==> src/rtl/uart_rx_core_pkg.sv <==
// Shared UART receive definitions: frame width and receiver FSM state encoding.
`timescale 1ns/100ps
package uart_rx_core_pkg;
  localparam int UART_DATA_BITS = 8;
  localparam int UART_IDX_W     = $clog2(UART_DATA_BITS);

  typedef enum logic [1:0] {RX_IDLE, RX_START, RX_DATA, RX_STOP} rx_state_t;
endpackage

==> src/rtl/uart_rx_core_if.sv <==
// Serial-in / byte-out bundle. master = receiver side, slave = line driver and byte consumer.
`timescale 1ns/100ps
interface uart_rx_core_if;
  import uart_rx_core_pkg::*;
  logic                      in;
  logic [UART_DATA_BITS-1:0] out;
  logic                      valid;
  logic                      framing_error;

  modport master (input in, output out, output valid, output framing_error);
  modport slave  (output in, input out, input valid, input framing_error);
endinterface

==> src/rtl/uart_rx_core_bit_synchronizer.sv <==
// Two-flop synchronizer for a single asynchronous input; resets to RESET_VAL.
`timescale 1ns/100ps
module bit_synchronizer #(
  parameter logic RESET_VAL = 1'b1
) (
  input  logic clk,
  input  logic rst,
  input  logic d,
  output logic q
);
  logic meta;

  always_ff @(posedge clk or posedge rst) begin
    if (rst) begin
      meta <= RESET_VAL;
      q    <= RESET_VAL;
    end else begin
      meta <= d;
      q    <= meta;
    end
  end
endmodule

==> src/rtl/uart_rx_core.sv <==
// 8N1 UART receiver: start-edge detect, mid-bit sampling, one-cycle valid / framing_error pulses.
`timescale 1ns/100ps
module uart_rx_core
  import uart_rx_core_pkg::*;
#(
  parameter int RECEIVER_PERIOD = 868
) (
  input  logic           clk,
  input  logic           rst,
  uart_rx_core_if.master rx
);
  localparam int CW = $clog2(RECEIVER_PERIOD);
  localparam logic [CW-1:0]         HALF_LAST = CW'(RECEIVER_PERIOD / 2 - 1);
  localparam logic [CW-1:0]         BIT_LAST  = CW'(RECEIVER_PERIOD - 1);
  localparam logic [UART_IDX_W-1:0] IDX_LAST  = UART_IDX_W'(UART_DATA_BITS - 1);

  rx_state_t                 state;
  logic [CW-1:0]             cnt;
  logic [UART_IDX_W-1:0]     bit_idx;
  logic [UART_DATA_BITS-1:0] shift;
  logic [UART_DATA_BITS-1:0] out_q;
  logic                      valid_q, fe_q;
  logic                      s, prev;

  bit_synchronizer #(.RESET_VAL(1'b1)) u_sync (
    .clk (clk),
    .rst (rst),
    .d   (rx.in),
    .q   (s)
  );

  always_ff @(posedge clk or posedge rst) begin
    if (rst) begin
      state   <= RX_IDLE;
      cnt     <= '0;
      bit_idx <= '0;
      shift   <= '0;
      prev    <= 1'b1;
      out_q   <= '0;
      valid_q <= 1'b0;
      fe_q    <= 1'b0;
    end else begin
      prev    <= s;
      valid_q <= 1'b0;
      fe_q    <= 1'b0;
      case (state)
        RX_IDLE: begin
          cnt <= '0;
          // Edge, not level: a line stuck low stays parked here.
          if (prev && !s) state <= RX_START;
        end
        RX_START: begin
          if (cnt == HALF_LAST) begin
            cnt <= '0;
            if (s) begin
              state <= RX_IDLE;
            end else begin
              state   <= RX_DATA;
              bit_idx <= '0;
            end
          end else begin
            cnt <= cnt + 1'b1;
          end
        end
        RX_DATA: begin
          if (cnt == BIT_LAST) begin
            cnt     <= '0;
            shift   <= {s, shift[UART_DATA_BITS-1:1]};
            bit_idx <= bit_idx + 1'b1;
            if (bit_idx == IDX_LAST) state <= RX_STOP;
          end else begin
            cnt <= cnt + 1'b1;
          end
        end
        RX_STOP: begin
          // Leaving at mid-stop-bit leaves half a bit to catch a back-to-back start edge.
          if (cnt == BIT_LAST) begin
            cnt   <= '0;
            state <= RX_IDLE;
            if (s) begin
              out_q   <= shift;
              valid_q <= 1'b1;
            end else begin
              fe_q <= 1'b1;
            end
          end else begin
            cnt <= cnt + 1'b1;
          end
        end
        default: begin
          state <= RX_IDLE;
          cnt   <= '0;
        end
      endcase
    end
  end

  assign rx.out           = out_q;
  assign rx.valid         = valid_q;
  assign rx.framing_error = fe_q;
endmodule

==> src/flat_wrapper.sv <==
// flat-port wrapper written by rule: the top's interface ports become plain ports
module uart_rx_core_flat import uart_rx_core_pkg::*;
#(
  parameter int RECEIVER_PERIOD = 868
)
  (clk, rst, rx_in, rx_out, rx_valid, rx_framing_error);
  uart_rx_core_if rx_i ();
  input  logic clk;
  input  logic rst;
  input wire logic [$bits(rx_i.in)-1:0] rx_in;
  output wire logic [$bits(rx_i.out)-1:0] rx_out;
  output wire logic [$bits(rx_i.valid)-1:0] rx_valid;
  output wire logic [$bits(rx_i.framing_error)-1:0] rx_framing_error;
  assign rx_i.in = rx_in;
  assign rx_out = rx_i.out;
  assign rx_valid = rx_i.valid;
  assign rx_framing_error = rx_i.framing_error;
  uart_rx_core #(.RECEIVER_PERIOD(RECEIVER_PERIOD)) u_core (.clk(clk), .rst(rst), .rx(rx_i));
endmodule
==> config.mk <==
export PLATFORM = sky130hd
export DESIGN_NAME = uart_rx_core_flat
export DESIGN_NICKNAME = d
export VERILOG_FILES = /design/src/rtl/uart_rx_core_pkg.sv /design/src/rtl/uart_rx_core_if.sv /design/src/rtl/uart_rx_core_bit_synchronizer.sv /design/src/rtl/uart_rx_core.sv /design/src/flat_wrapper.sv
export SDC_FILE = /design/constraint.sdc
export NUM_CORES = 1
export LEC_CHECK = 0
export ABC_AREA = 0
export CAP_MARGIN = 20
export CORE_AREA = 8 8 54 74
export DETAILED_ROUTE_END_ITERATION = 8
export DIE_AREA = 0 0 62 82
export PLACE_DENSITY = 0.81
export SKIP_LAST_GASP = 1
export SLEW_MARGIN = 20
export SYNTH_ARGS = -nofsm -noshare
export SYNTH_HDL_FRONTEND = slang
export SYNTH_SLANG_ARGS = --single-unit
==> constraint.sdc <==
create_clock -name clk -period 4.2 [get_ports clk]
set_input_delay 0.63 -clock clk [delete_from_list [all_inputs] [get_ports clk]]
set_output_delay 0.63 -clock clk [all_outputs]
set_load 0.05 [all_outputs]
==> flow_metrics.env <==
export IMPL_start_util=0.532
export IMPL_finClkSkew_ns=0.00391
export IMPL_synth_common_cells="dfrtp_1, mux2_2, nor2_1"
export IMPL_num_fill_cells=238
export IMPL_antenna_found_initial=0
export IMPL_worstReg2RegStart="u_core.cnt[0]$_DFF_PP0_"
export IMPL_cts_buffer_depth=2
export IMPL_fin_setup_tns_ns=0
export IMPL_fmax_mhz=481
export IMPL_path_cells="clkdlybuf4s50_1"
export IMPL_grt_use_met2=0.207
export IMPL_place_hpwl_um=1900
export IMPL_routabilityCongestion=0.796
export IMPL_fp_row_count=24
export IMPL_routed_via_count=968
export IMPL_wirelength_um=2560
export IMPL_first_iter_violations=18
export IMPL_synth_top_cell_area_share=0.522
export IMPL_fin_hold_ws_ns=0.357
export IMPL_relSlewSlack=0.588
export IMPL_cp_slowest_stage_delay_ns=0.81
export IMPL_synthCells=126
export IMPL_synth_most_common_cell="dfrtp_1"
export IMPL_grt_max_degree=32
export IMPL_synthFlopType="dfrtp_1"
export IMPL_critical_path_peak_fanout=2
export IMPL_setup_violations_final=0
export IMPL_hold_class="reg2reg"
export IMPL_slowest_stage="clkdlybuf4s50_1"
export IMPL_die_area_sq_um=5080
export IMPL_clkSinkCount=36
export IMPL_numPortBuffers=12
export IMPL_instances_no_fill=183
export IMPL_crit_cells=1
export IMPL_grt_pass1_vias=983
export IMPL_cts_repair_resized=0
export IMPL_p_leak_nw=0.848
export IMPL_critPathLaunch="u_core.rx.out[6]$_DFFE_PP0P_"
export IMPL_met3_usage=0.0376
export IMPL_cts_hold_buffers=0
export IMPL_clk_transition_reported_paths_ns=0.07
export IMPL_synth_nets=133
export IMPL_viasPerCell=5.29
export IMPL_period_minus_slack_ns=2.08
export IMPL_grt_usage=0.116
export IMPL_antennaDiodeCount=0
export IMPL_synth_top_area_cell="dfrtp_1"
export IMPL_numCtsBuffers=5
export IMPL_async_flop_share=1.00
export IMPL_ir_worst_vdd_mv=0.415
export IMPL_wire_per_inst_um=14.0
export IMPL_fp_coreArea_sq_um=2970
export IMPL_final_nets=150
export IMPL_synth_cell_types=30
export IMPL_crit_type="reg2out"
export IMPL_finalCritPeriodShare=0.495
export IMPL_drive_above_1_share=0.243
export IMPL_cts_root_buf="clkbuf_8"
export IMPL_synthToLayoutAreaGrowth_pct=17.1
export IMPL_slew_violations=0
export IMPL_synth_edf_count=0
export IMPL_post_cts_buffers=0
export IMPL_crit_required_ns=3.57
export IMPL_cap_violations=0
export IMPL_grtUsageMet1=0.119
export IMPL_antenna_left=0
export IMPL_dp_cells=175
export IMPL_critical_path_top_delay_family="buffers and inverters"
export IMPL_cts_tree="built"
export IMPL_route_detailed_drc=0
export IMPL_r2r_cells=4
export IMPL_busiest_layer="met2"
export IMPL_clk_insertion_delay_late_ns=0.28
export IMPL_ios=13
export IMPL_cp_endpoint="rx_out[6]"
export IMPL_worst_pin_slew_ns=0.617
export IMPL_overflow=0
export IMPL_yosysWarnings=0
export IMPL_syn_avg_cell_area_sq_um=12.6
export IMPL_critPathBufInv=1
export IMPL_htreeDepth=2
export IMPL_syn_area_sq_um=1580
export IMPL_timing_rr_end="u_core.shift[7]$_DFFE_PP0P_"
export IMPL_ys_seq_area_frac=0.572
export IMPL_synth_area_leaders="dfrtp_1, mux2_2, dfstp_2"
export IMPL_reg2reg_slack_ns=2.14
export IMPL_fp_dieW_um=62
export IMPL_powerDensity_nw_per_um2=446
export IMPL_startpoint_type="register"
export IMPL_grt_pass1_wl_um=4330
export IMPL_arrival_ns=1.45
export IMPL_hold_viol=0
export IMPL_endpoint_kind="primary output"
export IMPL_firstDrtPassIters=4
export IMPL_synth_seq_cells=36
export IMPL_die_y_um=82
export IMPL_rsz0062_at_grt="no"
export IMPL_status="completed"
area by class of cell:
cell class,instances,area [sq um],area share
Multi-Input combinational cell,82,641,0.346
Inverter,5,18.8,0.0101
Clock buffer,5,68.8,0.0372
Timing Repair Buffer,13,128,0.0689
Tap cell,39,48.8,0.0264
Sequential cell,36,905,0.489
Clock inverter,3,42.5,0.0230
per-layer routing:
layer  vias to the layer above  routed length, um  part of all wire
met3                         5                 91             0.036
met1                       480                995              0.39
li1                        471                  -                 -
met5                         -                  0                 0
met4                         0                 42             0.016
met2                        12               1430              0.56
flip-flops by register name, summed over array words and instances, names as in the netlist, named ones only:
| register | cells |
|---|---|
| u_core.state | 1 |
| u_core.rx.valid | 1 |
| u_core.u_sync.meta | 1 |
| u_core.shift | 8 |
| u_core.prev | 1 |
| u_core.cnt | 10 |
| u_core.rx.out | 8 |
| u_core.u_sync.q | 1 |
| u_core.bit_idx | 3 |
| u_core.rx.framing_error | 1 |
stage by stage:
step	utilization	total power [mW]	worst slack, ns	area, sq um
floorplan	-	0.511	2.40	1580
global placement	0.585	0.529	2.18	1740
detailed placement	0.585	0.537	2.12	1740
CTS	0.623	0.838	2.09	1850
global route	0.623	0.865	2.05	1850
finish	0.623	0.826	2.12	1850
cell usage in the layout, fill, tap and decap left out, drive strengths merged, types with 2 or more instances in the layout:
| cell | netlist | routed |
|---|---|---|
| nand4 | 3 | 3 |
| nand2 | 7 | 7 |
| dfrtp | 33 | 33 |
| nor3 | 5 | 5 |
| dfstp | 3 | 3 |
| mux2i | 4 | 4 |
| nor2 | 16 | 16 |
| clkdlybuf4s50 | 0 | 12 |
| o21ai | 2 | 2 |
| inv | 5 | 5 |
| nor4bb | 2 | 2 |
| nand3 | 4 | 4 |
| mux2 | 17 | 17 |
| xor2 | 2 | 2 |
| xnor2 | 6 | 6 |
| clkbuf | 2 | 5 |
| ha | 4 | 4 |
kinds of logic after synthesis:
| family | after synthesis | share of synthesized area |
|---|---|---|
| and+or+nand+nor | 44 | 0.162 |
| DFF | 36 | 0.572 |
| muxes | 21 | 0.149 |
| xor gates and xnor gates | 8 | 0.0443 |
| buffers and inverters | 8 | 0.0229 |
| AOI/OAI and AO/OA | 5 | 0.0182 |
| adders and majority gates | 4 | 0.0316 |
report_power, final:
part | leakage, nW | switching (mW) | internal, mW
logic | 0.319 | 0.0532 | 0.0460
clock network | 0.0541 | 0.119 | 0.175
registers | 0.474 | 0.0498 | 0.382
worst min-delay path by stage:
stage,startpoint,end,slack [ns],depth (start not counted)
detailed placement,u_core.u_sync.meta$_DFF_PP1_,u_core.u_sync.q$_DFF_PP1_,0.35,0
floorplan,u_core.u_sync.meta$_DFF_PP1_,u_core.u_sync.q$_DFF_PP1_,0.35,0
finish,u_core.u_sync.meta$_DFF_PP1_,u_core.u_sync.q$_DFF_PP1_,0.36,0
CTS,u_core.u_sync.meta$_DFF_PP1_,u_core.u_sync.q$_DFF_PP1_,0.36,0
global route,u_core.u_sync.meta$_DFF_PP1_,u_core.u_sync.q$_DFF_PP1_,0.36,0
global placement,u_core.u_sync.meta$_DFF_PP1_,u_core.u_sync.q$_DFF_PP1_,0.35,0
Power figures use the tool's default switching activity.
